==> config.mk <==
export PLATFORM = sky130hd
export DESIGN_NAME = xdma_cfg_frame_parser
export DESIGN_NICKNAME = d
export VERILOG_FILES = /design/src/rtl/xdma_cfg_frame_parser.sv
export SDC_FILE = /design/constraint.sdc
export NUM_CORES = 1
export LEC_CHECK = 0
export ABC_CLOCK_PERIOD_IN_PS = 19570
export CAP_MARGIN = 10
export CORE_AREA = 3 3 444 446
export DETAILED_ROUTE_END_ITERATION = 8
export DIE_AREA = 0 0 447 449
export SYNTH_ARGS = -nofsm -noshare
export SYNTH_HDL_FRONTEND = slang
export SYNTH_SLANG_ARGS = --single-unit
export TNS_END_PERCENT = 1
==> constraint.sdc <==
create_clock -name clk_i -period 19.57 [get_ports clk_i]
set_clock_uncertainty 0.15 [all_clocks]
set_input_delay 2.9355 -clock clk_i [delete_from_list [all_inputs] [get_ports clk_i]]
set_output_delay 2.9355 -clock clk_i [all_outputs]
set_load 0.005 [all_outputs]
==> src/rtl/xdma_cfg_frame_parser.sv <==
// Parses xDMA config frames into a header descriptor and a payload stream.
// Ports: clk_i/rst_i, in_* frame beats, hdr_* descriptor, pld_* payload, busy_o, err_zero_len_o.
module xdma_cfg_frame_parser #(
  parameter int unsigned DataWidth     = 512,
  parameter int unsigned AddrWidth     = 48,
  parameter int unsigned IdWidth       = 4,
  parameter int unsigned FrameLenWidth = 4,
  parameter int unsigned PldWidth      = DataWidth - 1 - FrameLenWidth
) (
  input  logic                     clk_i,
  input  logic                     rst_i,
  input  logic                     in_valid_i,
  output logic                     in_ready_o,
  input  logic [DataWidth-1:0]     in_data_i,
  output logic                     hdr_valid_o,
  input  logic                     hdr_ready_i,
  output logic                     hdr_dma_type_o,
  output logic [IdWidth-1:0]       hdr_dma_id_o,
  output logic [AddrWidth-1:0]     hdr_reader_addr_o,
  output logic [AddrWidth-1:0]     hdr_writer_addr_o,
  output logic [FrameLenWidth-1:0] hdr_frame_len_o,
  output logic                     pld_valid_o,
  input  logic                     pld_ready_i,
  output logic [PldWidth-1:0]      pld_data_o,
  output logic                     pld_first_o,
  output logic                     pld_last_o,
  output logic                     busy_o,
  output logic                     err_zero_len_o
);

  localparam int unsigned LenLsb  = 1;
  localparam int unsigned IdLsb   = LenLsb + FrameLenWidth;
  localparam int unsigned RdLsb   = IdLsb + IdWidth;
  localparam int unsigned WrLsb   = RdLsb + AddrWidth;
  localparam int unsigned HdrBits = WrLsb + AddrWidth;
  localparam int unsigned FirstPw = DataWidth - HdrBits;

  typedef enum logic {IDLE, BODY} state_e;

  state_e                   state_q, state_d;
  logic [FrameLenWidth-1:0] rem_q, rem_d;

  logic                     hdr_valid_q, hdr_valid_d;
  logic                     hdr_type_q, hdr_type_d;
  logic [IdWidth-1:0]       hdr_id_q, hdr_id_d;
  logic [AddrWidth-1:0]     hdr_rd_q, hdr_rd_d;
  logic [AddrWidth-1:0]     hdr_wr_q, hdr_wr_d;
  logic [FrameLenWidth-1:0] hdr_len_q, hdr_len_d;

  logic                     pld_valid_q, pld_valid_d;
  logic [PldWidth-1:0]      pld_data_q, pld_data_d;
  logic                     pld_first_q, pld_first_d;
  logic                     pld_last_q, pld_last_d;
  logic                     err_q, err_d;

  logic                     hdr_free, pld_free, accept;
  logic [FrameLenWidth-1:0] len_fld, eff_len;

  assign hdr_free = !hdr_valid_q || hdr_ready_i;
  assign pld_free = !pld_valid_q || pld_ready_i;

  assign in_ready_o = (state_q == IDLE) ? (pld_free && hdr_free)
                                        : pld_free;
  assign accept = in_valid_i && in_ready_o;

  assign len_fld = in_data_i[LenLsb +: FrameLenWidth];
  // A zero length field is treated as a single-frame config.
  assign eff_len = (len_fld == '0) ? FrameLenWidth'(1) : len_fld;

  always_comb begin
    state_d     = state_q;
    rem_d       = rem_q;
    hdr_valid_d = hdr_valid_q && !hdr_ready_i;
    hdr_type_d  = hdr_type_q;
    hdr_id_d    = hdr_id_q;
    hdr_rd_d    = hdr_rd_q;
    hdr_wr_d    = hdr_wr_q;
    hdr_len_d   = hdr_len_q;
    pld_valid_d = pld_valid_q && !pld_ready_i;
    pld_data_d  = pld_data_q;
    pld_first_d = pld_first_q;
    pld_last_d  = pld_last_q;
    err_d       = 1'b0;

    if (accept) begin
      pld_valid_d = 1'b1;
      unique case (state_q)
        IDLE: begin
          hdr_valid_d = 1'b1;
          hdr_type_d  = in_data_i[0];
          hdr_id_d    = in_data_i[IdLsb +: IdWidth];
          hdr_rd_d    = in_data_i[RdLsb +: AddrWidth];
          hdr_wr_d    = in_data_i[WrLsb +: AddrWidth];
          hdr_len_d   = eff_len;
          pld_data_d  = {{(PldWidth-FirstPw){1'b0}},
                         in_data_i[DataWidth-1:HdrBits]};
          pld_first_d = 1'b1;
          pld_last_d  = (eff_len == FrameLenWidth'(1));
          err_d       = (len_fld == '0);
          if (eff_len != FrameLenWidth'(1)) begin
            state_d = BODY;
            rem_d   = eff_len - FrameLenWidth'(1);
          end
        end
        BODY: begin
          pld_data_d  = in_data_i[DataWidth-1:LenLsb+FrameLenWidth];
          pld_first_d = 1'b0;
          pld_last_d  = (rem_q == FrameLenWidth'(1));
          rem_d       = rem_q - FrameLenWidth'(1);
          if (rem_q == FrameLenWidth'(1)) state_d = IDLE;
        end
        default: state_d = IDLE;
      endcase
    end
  end

  always_ff @(posedge clk_i or posedge rst_i) begin
    if (rst_i) begin
      state_q     <= IDLE;
      rem_q       <= '0;
      hdr_valid_q <= 1'b0;
      hdr_type_q  <= 1'b0;
      hdr_id_q    <= '0;
      hdr_rd_q    <= '0;
      hdr_wr_q    <= '0;
      hdr_len_q   <= '0;
      pld_valid_q <= 1'b0;
      pld_data_q  <= '0;
      pld_first_q <= 1'b0;
      pld_last_q  <= 1'b0;
      err_q       <= 1'b0;
    end else begin
      state_q     <= state_d;
      rem_q       <= rem_d;
      hdr_valid_q <= hdr_valid_d;
      hdr_type_q  <= hdr_type_d;
      hdr_id_q    <= hdr_id_d;
      hdr_rd_q    <= hdr_rd_d;
      hdr_wr_q    <= hdr_wr_d;
      hdr_len_q   <= hdr_len_d;
      pld_valid_q <= pld_valid_d;
      pld_data_q  <= pld_data_d;
      pld_first_q <= pld_first_d;
      pld_last_q  <= pld_last_d;
      err_q       <= err_d;
    end
  end

  assign hdr_valid_o       = hdr_valid_q;
  assign hdr_dma_type_o    = hdr_type_q;
  assign hdr_dma_id_o      = hdr_id_q;
  assign hdr_reader_addr_o = hdr_rd_q;
  assign hdr_writer_addr_o = hdr_wr_q;
  assign hdr_frame_len_o   = hdr_len_q;
  assign pld_valid_o       = pld_valid_q;
  assign pld_data_o        = pld_data_q;
  assign pld_first_o       = pld_first_q;
  assign pld_last_o        = pld_last_q;
  assign busy_o            = (state_q == BODY);
  assign err_zero_len_o    = err_q;

endmodule

Yosys cells after proc, flatten, opt, wreduce, memory -nomap -nowiden --
Cells that the tools add are included.
Word-level totals: bits in registers 622, input bits 517, output and inout port bits 619, logic and storage cells 48
Cells by class: add/subtract/negate cells 2, eq/ne operators 4, multiplexer cells 15, bitwise gates (word level) 1, reduce and logical (&&, ||, !) cells 13
Operator list (number):
- $pmux W507 S2 | 1
- $eq A4 B1 Y1 const B | 2
- $mux W1 | 8
- $mux W4 | 2
- $pmux W4 S2 | 1
- $sub A4 B1 Y4 const B | 2
- $pmux W1 S2 | 3
- $logic_and A1 B1 Y1 | 4
- $logic_not A1 Y1 | 4
- $logic_not A4 Y1 | 1
- $ne A4 B1 Y1 const B | 1
- $reduce_and A2 Y1 | 2
- $logic_or A1 B1 Y1 | 2
- $ne A2 B1 Y1 const B | 1
- $not A1 Y1 | 1

Longest topological paths before layout --
depth in word-level cells 6, depth in mapped cells 8, gate-level depth less buffers 7

Worst setup path after synthesis --
No wires, ideal clock.
path kind in2out, start input hdr_ready_i, end output in_ready_o, arrival time 3.222 ns, required time 16.484 ns, path slack 13.262 ns, cell stages on the path 3, path buffers 0, path through nand2b_4 nor2_1 nor2_1
Between the ends: cells in the longest elaborated chain, start to end 3
RTL lines:
- start: declaration | line 16 | input logic hdr_ready_i,
- $logic_or A1 B1 Y1 | line 59 | assign hdr_free = !hdr_valid_q || hdr_ready_i;
- $logic_and A1 B1 Y1 | line 62 | assign in_ready_o = (state_q == IDLE) ? (pld_free && hdr_free)
- $mux W1 | line 62
- end: declaration | line 13 | output logic in_ready_o,
Every way passes these cells.

Worst setup path after layout --
Ends and elaborated chain as after synthesis.

==> out/metrics.cfg <==
[routing]
firstDrtPassIters = 5
wl_per_cell_um = 26.2
dr_total_vias = 23536
drtAntennaViolNets = 0
drt_first_iter_violations = 1751
vias_per_cell = 3.83
drc_errors = 0
routed_wl_mm = 161

[global_route]
grt_overflow_total = 0
grt_use_met3_pct = 7.82
use_met2_pct = 24.8
grt_pass1_wl_mm = 214
grt_pass1_vias = 23624
gr-usage-met1_pct = 18.0
antenna_found_initial = 62
grtUsageTotal_pct = 15.5
grt_max_degree = 275
top_usage_layer = met2

[sta]
fmax_mhz = 129
slew_violations = 0
slew_headroom_pct = 11.7
tightestPinTransition_ps = 1320
period_minus_slack_ps = 7750
min_period_over_period_pct = 39.6
fin_setup_tns_ps = 0
rsz0062_at_grt = false
setup_ws_ps = 11820
finalHoldWorstSlack_ps = 326
setup_viol = 0
final_hold_viol_count = 0

[logic_synthesis]
ys_seq_area_share_pct = 57.9
synth_top_area_share_pct = 57.9
synthCells = 2486
synth.ff_latch_count = 622
syn_area_per_cell_um2 = 10.8
syn_nets = 3007
synth_cell_type_count = 33
yosys.area.top_type = dfrtp_1
syn_area_um2 = 26900
ys_warn_count = 0
synth_area_leaders = dfrtp_1 (58%), mux2i_1 (15%), o21ai_0 (9.5%), nand2_1 (8.6%), mux2_2 (4.2%)

[setup_path]
worst_path_largest_cell_delay_ps = 610
crit_arrival_ps = 4660
cp-end-kind = output port
cp_slowest_cell = clkdlybuf4s50_1
rrSetupSlack_ps = 14260
crit_type = primary input to output port
critPathRequiredTime_ps = 16480
start_kind = primary input
path_cells = clkdlybuf4s50_1, nand2b_4, nor2_1, nor2_1, clkdlybuf4s50_1
crit_fanout = 6

[power_and_ir_drop]
netSwitchingFraction_pct = 33.6
p_int_uw = 3620
total_power_uw = 5450
clockPowerShare_pct = 28.6
comb_power_share_pct = 36.0
p_per_area_nw_per_um2 = 125
ir_drop_mv = 0.0664
leakage_uw = 0.0187
power.switching_uw = 1830
power_frac_seq_pct = 35.4

[run_status]
run_status = finished clean

[place]
gp_congestion = 0.940
pre_cts_slack_ps = 11650
port_buffers = 1135
dp_hpwl_mm = 132

[die]
dieArea_um2 = 201000
die_y_um = 449
initial_core_util_pct = 13.9
io_pins = 1136
placementRows = 161
core_area_um2 = 193000
die_w_um = 447

[clock_tree]
cts_hold_buf = 0
cts-root-buf = clkbuf_16
numCtsBuffers = 83
cts_max_path_buffers = 3
clock-sinks = 622
cts_tree = done
cts-htree-levels = 3
clk_pin_slew_worst_paths_ps = 60
post_cts_resized = 0
cts_setup_buffers = 0
clock_latency_ps = 690

[flow_run]
cap_violations = 0

[final_layout]
layout_common_cells = clkdlybuf4s50_1 (1135), dfrtp_1 (621), nand2_1 (614)
drive_gt1_share_pct = 7.31
finish.net_count = 4068
synthToLayoutAreaGrowth_pct = 61.9
layout_commonest_cell = clkdlybuf4s50_1

[min_path]
hold_path_class = flop to flop

==> power groups by stage <==
stage	Clock, uW	Sequential [uW]	Combinational, uW
after global placement	0	1930	1980
final	1560	1930	1970
after detailed placement	0	1950	1990
after floorplan	0	1920	641
after CTS	1620	1930	1990
after global routing	1660	1980	2120
==> logic make-up after synthesis <==
| logic type | share of synthesized area [%] |
|---|---|
| compound gates | 9.84 |
| xor+xnor | 0.0326 |
| fa+ha+maj | 0.186 |
| buf+inv | 3.48 |
| flops | 57.9 |
| mux | 19.5 |
| simple gates | 9.09 |
==> sequential cells by signal, summed over array words and instances (netlist names), 4 cells and up <==
register           flops
hdr_frame_len_o        4
pld_data_o           507
hdr_dma_id_o           4
rem_q                  4
hdr_writer_addr_o     48
hdr_reader_addr_o     48
==> final timing paths <==
kind | start | end | cells after the start
hold reg to reg | pld_data_o[160] | pld_data_o[160] | 2
max in group asynchronous | rst_i | pld_data_o[54] | 6
min in group asynchronous | rst_i | pld_data_o[493] | 2
setup / recovery | hdr_ready_i | in_ready_o | 5
hold / removal | pld_data_o[160] | pld_data_o[160] | 2
setup reg to reg | busy_o | pld_data_o[375] | 6
==> worst max-delay path, delay by kind of cell <==
family	cells	cell delay [ps]
buffers and inverters	2	1070
and+or+nand+nor	3	650
==> per-layer routing <==
metal	wire, um	vias up
met5	103	-
met2	75200	1009
li1	-	10653
met4	4240	16
met1	62800	11608
met3	18800	250
==> stage by stage <==
step | area, um^2 | cells | util (%)
floorplan | 26900 | 2486 | -
global placement | 40800 | 5988 | 21.1
detailed placement | 40800 | 5988 | 21.1
CTS | 43500 | 6139 | 22.6
global route | 43600 | 6147 | 22.6
finish | 43600 | 6149 | 22.6
==> layout make-up <==
class,instances,area (um^2)
timing repair buffer,1159,11600
clock buffer,117,2360
tap,2526,3160
fill,20883,149000
inverter,8,33.8
multi-input combinational,1673,10400
clock inverter,34,379
antenna,10,25.0
sequential,622,15600
==> synthesized netlist by cell type, drive strengths merged <==
library cell / instances
nor3b: 1
or4b: 1
xor2: 1
mux2i: 407
nor3: 3
buf: 120
clkbuf: 63
nand2: 614
nor4b: 1
a41oi: 1
ha: 4
o31ai: 1
or4: 2
nor2b: 1
nand2b: 3
a21oi: 3
mux2: 104
dfrtp: 622
a221o: 2
nand4: 1
o21ai: 513
or2: 1
and3: 1
o2111ai: 1
a21o: 1
o211ai: 1
nor2: 5
inv: 8
(Power assumes the default switching activity.)
